**src/rtl/hh_stim_sequencer.sv**
```systemverilog
// hh_stim_sequencer: drives the HH core with a programmable train of current pulses and counts the spikes it emits
module hh_stim_sequencer #(
  parameter int PRESCALE = 256
) (
  input  logic       clk,
  input  logic       rst_n,
  input  logic       cfg_valid,
  output logic       cfg_ready,
  input  logic [1:0] cfg_addr,
  input  logic [7:0] cfg_data,
  input  logic       start,
  input  logic       abort,
  input  logic       spike_in,
  output logic [7:0] stim_current,
  output logic       busy,
  output logic       done,
  output logic [7:0] pulse_idx,
  output logic [7:0] spike_count
);
  localparam int PW = PRESCALE > 1 ? $clog2(PRESCALE) : 1;
  localparam logic [PW-1:0] PRE_MAX = PW'(PRESCALE - 1);
  typedef enum logic [1:0] {IDLE, ON, OFF, DONE} state_t;
  state_t r_state, w_next;
  logic [7:0] r_amp, r_on, r_off, r_n, r_idx, r_cnt, r_step;
  logic [PW-1:0] r_pre;
  logic r_spk_d;
  logic w_busy, w_step_end, w_phase_end, w_last, w_inc, w_clr, w_tclr;
  logic [7:0] w_len;
  assign w_busy = r_state == ON || r_state == OFF;
  assign w_len = r_state == ON ? r_on : r_off;
  assign w_step_end = r_pre == PRE_MAX;
  assign w_phase_end = w_step_end && r_step == w_len - 8'd1;
  assign w_last = r_idx == r_n - 8'd1;
  // timers restart on every phase entry, including ON->ON when OFF_LEN is zero
  assign w_tclr = !w_busy || w_phase_end || w_next != r_state;
  always_comb begin
    w_next = r_state;
    w_inc = 1'b0;
    w_clr = 1'b0;
    case (r_state)
      IDLE: if (start) begin
        w_clr = 1'b1;
        w_next = (r_n == 8'd0 || r_on == 8'd0) ? DONE : ON;
      end
      ON: if (w_phase_end) begin
        w_next = r_off != 8'd0 ? OFF : w_last ? DONE : ON;
        w_inc = r_off == 8'd0 && !w_last;
      end
      OFF: if (w_phase_end) begin
        w_next = w_last ? DONE : ON;
        w_inc = !w_last;
      end
      default: w_next = IDLE;
    endcase
    if (abort) begin
      w_next = IDLE;
      w_inc = 1'b0;
      w_clr = 1'b0;
    end
  end
  always_ff @(posedge clk) begin
    if (!rst_n) begin
      r_state <= IDLE;
      r_amp <= '0;
      r_on <= '0;
      r_off <= '0;
      r_n <= '0;
      r_idx <= '0;
      r_cnt <= '0;
      r_step <= '0;
      r_pre <= '0;
      r_spk_d <= 1'b0;
    end else begin
      r_state <= w_next;
      r_spk_d <= spike_in;
      if (cfg_valid && cfg_ready) begin
        case (cfg_addr)
          2'd0: r_amp <= cfg_data;
          2'd1: r_on <= cfg_data;
          2'd2: r_off <= cfg_data;
          default: r_n <= cfg_data;
        endcase
      end
      r_pre <= (w_tclr || w_step_end) ? '0 : r_pre + 1'b1;
      r_step <= w_tclr ? '0 : r_step + 8'(w_step_end);
      if (w_clr) begin
        r_idx <= '0;
        r_cnt <= '0;
      end else begin
        if (w_inc) r_idx <= r_idx + 8'd1;
        if (w_busy && spike_in && !r_spk_d && r_cnt != 8'hFF) r_cnt <= r_cnt + 8'd1;
      end
    end
  end
  assign cfg_ready = r_state == IDLE;
  assign busy = w_busy;
  assign done = r_state == DONE;
  assign stim_current = r_state == ON ? r_amp : 8'd0;
  assign pulse_idx = r_idx;
  assign spike_count = r_cnt;
endmodule

```
**config.mk**
```make
export PLATFORM = sky130hd
export DESIGN_NAME = hh_stim_sequencer
export DESIGN_NICKNAME = d
export VERILOG_FILES = /design/src/rtl/hh_stim_sequencer.sv
export SDC_FILE = /design/constraint.sdc
export NUM_CORES = 1
export LEC_CHECK = 0
export ABC_AREA = 1
export BUFFER_PORTS_ARGS = -buffer_cell sky130_fd_sc_hd__buf_2
export CAP_MARGIN = 30
export CORE_MARGIN = 1.5
export CORE_UTILIZATION = 43
export CTS_CLUSTER_SIZE = 25
export DETAILED_ROUTE_END_ITERATION = 8
export GPL_TIMING_DRIVEN = 0
export HOLD_SLACK_MARGIN = 0.12
export PLACE_DENSITY = 0.67
export SLEW_MARGIN = 20
export SYNTH_ARGS = -nofsm -noshare
export SYNTH_HDL_FRONTEND = slang
export SYNTH_SLANG_ARGS = --single-unit
```
**constraint.sdc**
```tcl
create_clock -name clk -period 5.9 [get_ports clk]
set_input_delay 1.18 -clock clk [delete_from_list [all_inputs] [get_ports clk]]
set_output_delay 1.18 -clock clk [all_outputs]
set_load 0.1 [all_outputs]
```
# --- Yosys cells after proc, flatten, opt, wreduce, memory -nomap -nowiden ---
# Cells that the tools add are included.
op_classes:
  n_addsub: 6
  n_eq_ne: 10
  mux: 17
  bitwise: 2
  reduce_logical: 28
ops:
  columns: ["op", "count"]
  rows:
  - ["8-bit by 1-bit adder with 8-bit output (second input constant)", 3]
  - ["8-bit zero test", 3]
  - ["8-bit equality test", 2]
  - ["8-bit two-way mux", 2]
  - ["8-bit by 1-bit subtractor with 8-bit output (second input constant)", 2]
  - ["2-bit two-way mux", 7]
  - ["8-bit by 1-bit adder with 8-bit output", 1]
  - ["8-bit equality test (second input constant)", 1]
  - ["8-bit inequality test (second input constant)", 1]
  - ["2-bit AND reduction", 4]
  - ["8-bit nonzero test", 1]
  - ["2-bit equality test (second input constant)", 3]
  - ["1-bit logical AND", 6]
  - ["1-bit two-way mux", 6]
  - ["2-bit case mux with 3 select lines", 1]
  - ["2-bit OR reduction", 3]
  - ["1-bit logical OR", 5]
  - ["2-bit by 1-bit equality test with 1-bit output (second input constant)", 2]
  - ["2-bit zero test", 2]
  - ["1-bit zero test", 3]
  - ["3-bit OR reduction", 1]
  - ["2-bit inequality test", 1]
  - ["1-bit inverter", 2]
  - ["1-bit case mux with 2 select lines", 1]
totals:
  register_bits: 67
  in_bits: 16
  elab_cells: 73

# --- Logic depth before layout (Yosys ltp) ---
depth:
  ltp_word: 12
  ltp_mapped: 28
  mapped_depth_nobuf: 27

# --- Worst setup path after synthesis ---
# No wires, ideal clock.
synth_timing:
  kind: "register to output"
  from: "register r_state[1]"
  to: "output stim_current[0]"
  t_arrival_ps: 1595
  t_required_ps: 4720
  path_slack_ps: 3125
  stages_incl_launch_ff: 7
  path_cell_list: "dfxtp_1 inv_1 ha_1 buf_6 buf_4 nand2_1 inv_1"
synth_via:
  elab_chain_cells: 2
synth_lines:
  columns: ["item", "line", "source"]
  rows:
  - ["start: declaration", "23", "state_t r_state, w_next;"]
  - ["start signal: assignment", "74", "r_state <= w_next;"]
  - ["2-bit by 1-bit equality test with 1-bit output", "98", "assign stim_current = r_state == ON ? r_amp : 8'd0;"]
  - ["8-bit two-way mux", "98", null]
  - ["end: declaration", "14", "output logic [7:0] stim_current,"]
# No other way between the ends.

# --- Final worst setup path ---
layout_timing:
  from: "register r_state[1]"
  to: "register r_idx[7], in the netlist pulse_idx[7]"
layout_via:
  elab_chain_cells: 8
  word_cells_on_any_way: 14
layout_lines:
  columns: ["item", "line", "source"]
  rows:
  - ["2-bit by 1-bit equality test with 1-bit output", "30, 40", null]
  - ["8-bit two-way mux", "30", "assign w_len = r_state == ON ? r_on : r_off;"]
  - ["8-bit by 1-bit subtractor with 8-bit output", "32", "assign w_phase_end = w_step_end && r_step == w_len - 8'd1;"]
  - ["8-bit equality test", "32", null]
  - ["1-bit logical AND", "32", null]
  - ["1-bit two-way mux (on tied branches)", "49, 45", null]
  - ["1-bit case mux with 2 select lines", "40", "case (r_state)"]
  - ["1-bit two-way mux", "55", "if (abort) begin"]
  - ["end signal: assignment", "90", "if (w_inc) r_idx <= r_idx + 8'd1;"]
  - ["end: declaration", "24", "logic [7:0] r_amp, r_on, r_off, r_n, r_idx, r_cnt, r_step;"]
# Parallel ways exist; a longest one is shown, timed or not.
# A chain may end at the register's enable or synchronous reset.

==> reports/metrics.cfg <==
[run_status]
outcome = finished, final reports clean

[synthesis]
avgSynthCellArea_um2 = 6.56
synth-seq-area-share_pct = 35.8
synthesis.area_um2 = 3750
synth_top_area_share_pct = 35.8
ys_warn_count = 0
synth.distinct_cells = 31
synth_cells = 571
synth_nets = 598
synth_area_leaders = dfxtp_1 36%, nand2_1 13%, inv_1 8.4%
synth-seq-cells = 67
yosysTopAreaCell = dfxtp_1

[clock_tree]
htreeDepth = 3
path_clk_slew_ps = 70
cts.sinks = 67
clock_path_buffers = 2
cts_tree = built
postCtsHoldBufs = 0
cts_buffers = 9
insertion_delay_ps = 340
ctsResizeCount = 0
postCtsSetupBuffers = 0
cts-root-buf = clkbuf_8

[drt]
wl_per_cell_um = 11.5
vias = 3578
drcViolationCount = 0
ant_nets = 0
drt_iter0_drc = 147
vias_per_cell = 4.87
dr.pass1.iters = 4
totalWireLength_mm = 8.42

[placed_design]
portBuffers = 42
hpwl_mm = 6.55
gp_congestion = 0.829
post-place-ws_ps = 2660
dpl_cell_area_um2 = 4090
dp_cells = 718

[floorplanning]
io-pin-count = 43
initial_core_util_pct = 44.9
rows = 33
dieArea_um2 = 9280
die_height_um = 96.4
fp.dieW_um = 96.4
coreArea_um2 = 8340

[final_layout]
syn2layout_area_growth_pct = 15.8
fin_area_um2 = 4340
num_antenna_cells = 0
num-nets-final = 651
drive_gt1_share_pct = 11.9
final_cell_mix = 132 x nand2_1, 84 x inv_1, 83 x nor2_1
final_common_cell = nand2_1
stdcell_count = 734
fin_util_pct = 52.0

[worst_setup_path]
r2r_start = r_state[1]
crit_type = reg -> reg
reg2reg_depth = 23
worstPathArrival_ps = 3500
crit_fanout = 10
required_ps = 6140
crit_path_end_kind = flop
r2r_slack_ps = 2640
crit_path_start_kind = flop
worst_r2r_endpoint = pulse_idx[7]

[power_and_ir_drop]
leakage_nw = 2.02
power_density_nw_per_um2 = 266
vdd_ir_drop_max_mv = 0.134

[timing]
slew_violations = 0
hold_viol = 0
max_slew_margin_pct = 49.8
fin_setup_tns_ps = 0
rsz0062_at_grt = false
clock_skew_ps = 14.6
setup_violations = 0
fmax_mhz = 307
worstMarginPinSlew_ps = 748
post-route-min-period_ps = 3260
period_share_pct = 55.3
setup_slack_ps = 2640

[grt]
grt_max_degree = 13
grt_pass1_vias = 3271
grt_pass1_wl_mm = 14.3
gr-total-overflow = 0
grt_use_total_pct = 19.9
antenna_found_initial = 0

[worst_hold_path]
hp-start = r_pre[0]
hold_path_class = reg -> reg
min_path_cells = 1
whs_endpoint = r_pre[0]

[job]
maxCapViolations = 0

[critical path: stages, from the launching register on]
cell and delay, ps:
dfxtp_1 350, inv_1 120, ha_1 280, inv_2 80, buf_6 140, nand2_2 70, nand2_2 80, ha_1 250
inv_1 90, nand2_1 60, nand2_1 80, nand2_1 50, nand2_1 90, inv_1 40, nor2_1 140, o21ai_0 100
nor2_1 110, nand2_1 100, nor2_4 130, nand3_1 220, nor3_1 340, nand3_1 120, nand2_1 80, nor2_1 40
[flip-flops by register name, summed over array words and instances, names as in the netlist]
signal and cells:
r_off 8, r_pre 8, r_step 8, r_n 8, r_spk_d 1, r_state 2, r_amp 8, pulse_idx 8
spike_count 8, r_on 8
[cell usage after synthesis]
cell type and number:
clkinv_1 1, buf_4 1, nor2_1 83, clkbuf_1 5
nand2_2 3, o21ai_0 44, nand4_1 4, a21oi_1 30
nand3b_1 1, nor3b_1 2, dfxtp_1 67, nor2_2 3
nand3_2 3, nor3_1 14, nor2_4 2, buf_6 2
a31oi_1 1, and3_1 1, or2_2 1, xor2_1 20
inv_2 2, xnor2_1 8, a21boi_1 1, nand3_1 38
nor4_1 3, ha_1 11, inv_1 84, buf_1 1
o21a_1 2, nand2_1 132, o311ai_0 1
[cells by family (layout without fill, tap and decap cells)]
logic type	after synthesis	after routing	synth area share, %
buf+inv	96	154	10.1
xor+xnor	28	28	6.54
compound gates	79	79	10.9
flops	67	67	35.8
fa+ha+maj	11	11	3.67
simple gates	290	290	33.0
[layer usage]
layer / global-route usage (%) / vias up / wire [um]
li1: - / 1913 / -
met1: 24.5 / 1593 / 4000
met2: 34.0 / 60 / 3970
met3: 4.19 / 12 / 315
met4: 7.25 / 0 / 123
met5: 0 / - / 0
[layout make-up]
type / instances / area [um^2]
fillers: 876 / 4000
clock buffers: 10 / 138
well taps: 105 / 131
multi-input cells: 408 / 2030
inverters: 87 / 327
plain buffers: 9 / 52.6
repair buffers: 42 / 210
clock inverters: 6 / 113
flip-flops and latches: 67 / 1340
[worst max-delay path by stage]
stage                           from               to  slack [ps]  cells past startpoint
after floorplan           r_state[1]  stim_current[0]        3130                      6
after global placement    r_state[1]     pulse_idx[7]        2730                     23
after detailed placement  r_state[1]     pulse_idx[7]        2660                     23
after CTS                 r_state[1]     pulse_idx[7]        2620                     23
after global routing      r_state[1]         r_pre[0]        2220                     26
final                     r_state[1]     pulse_idx[7]        2640                     23
[per-stage QoR]
step | hold WS, ps | power (mW)
2_1_floorplan | 418 | 0.647
3_3_place_gp | 430 | 0.686
3_5_place_dp | 445 | 0.690
4_1_cts | 456 | 1.17
5_1_grt | 482 | 1.22
6_report | 452 | 1.16
[power by group]
part | internal [mW] | switching (mW) | total (mW)
clock | 0.293 | 0.182 | 0.475
sequential | 0.466 | 0.00945 | 0.476
combinational | 0.0649 | 0.140 | 0.205
Power figures use the tool's default switching activity.
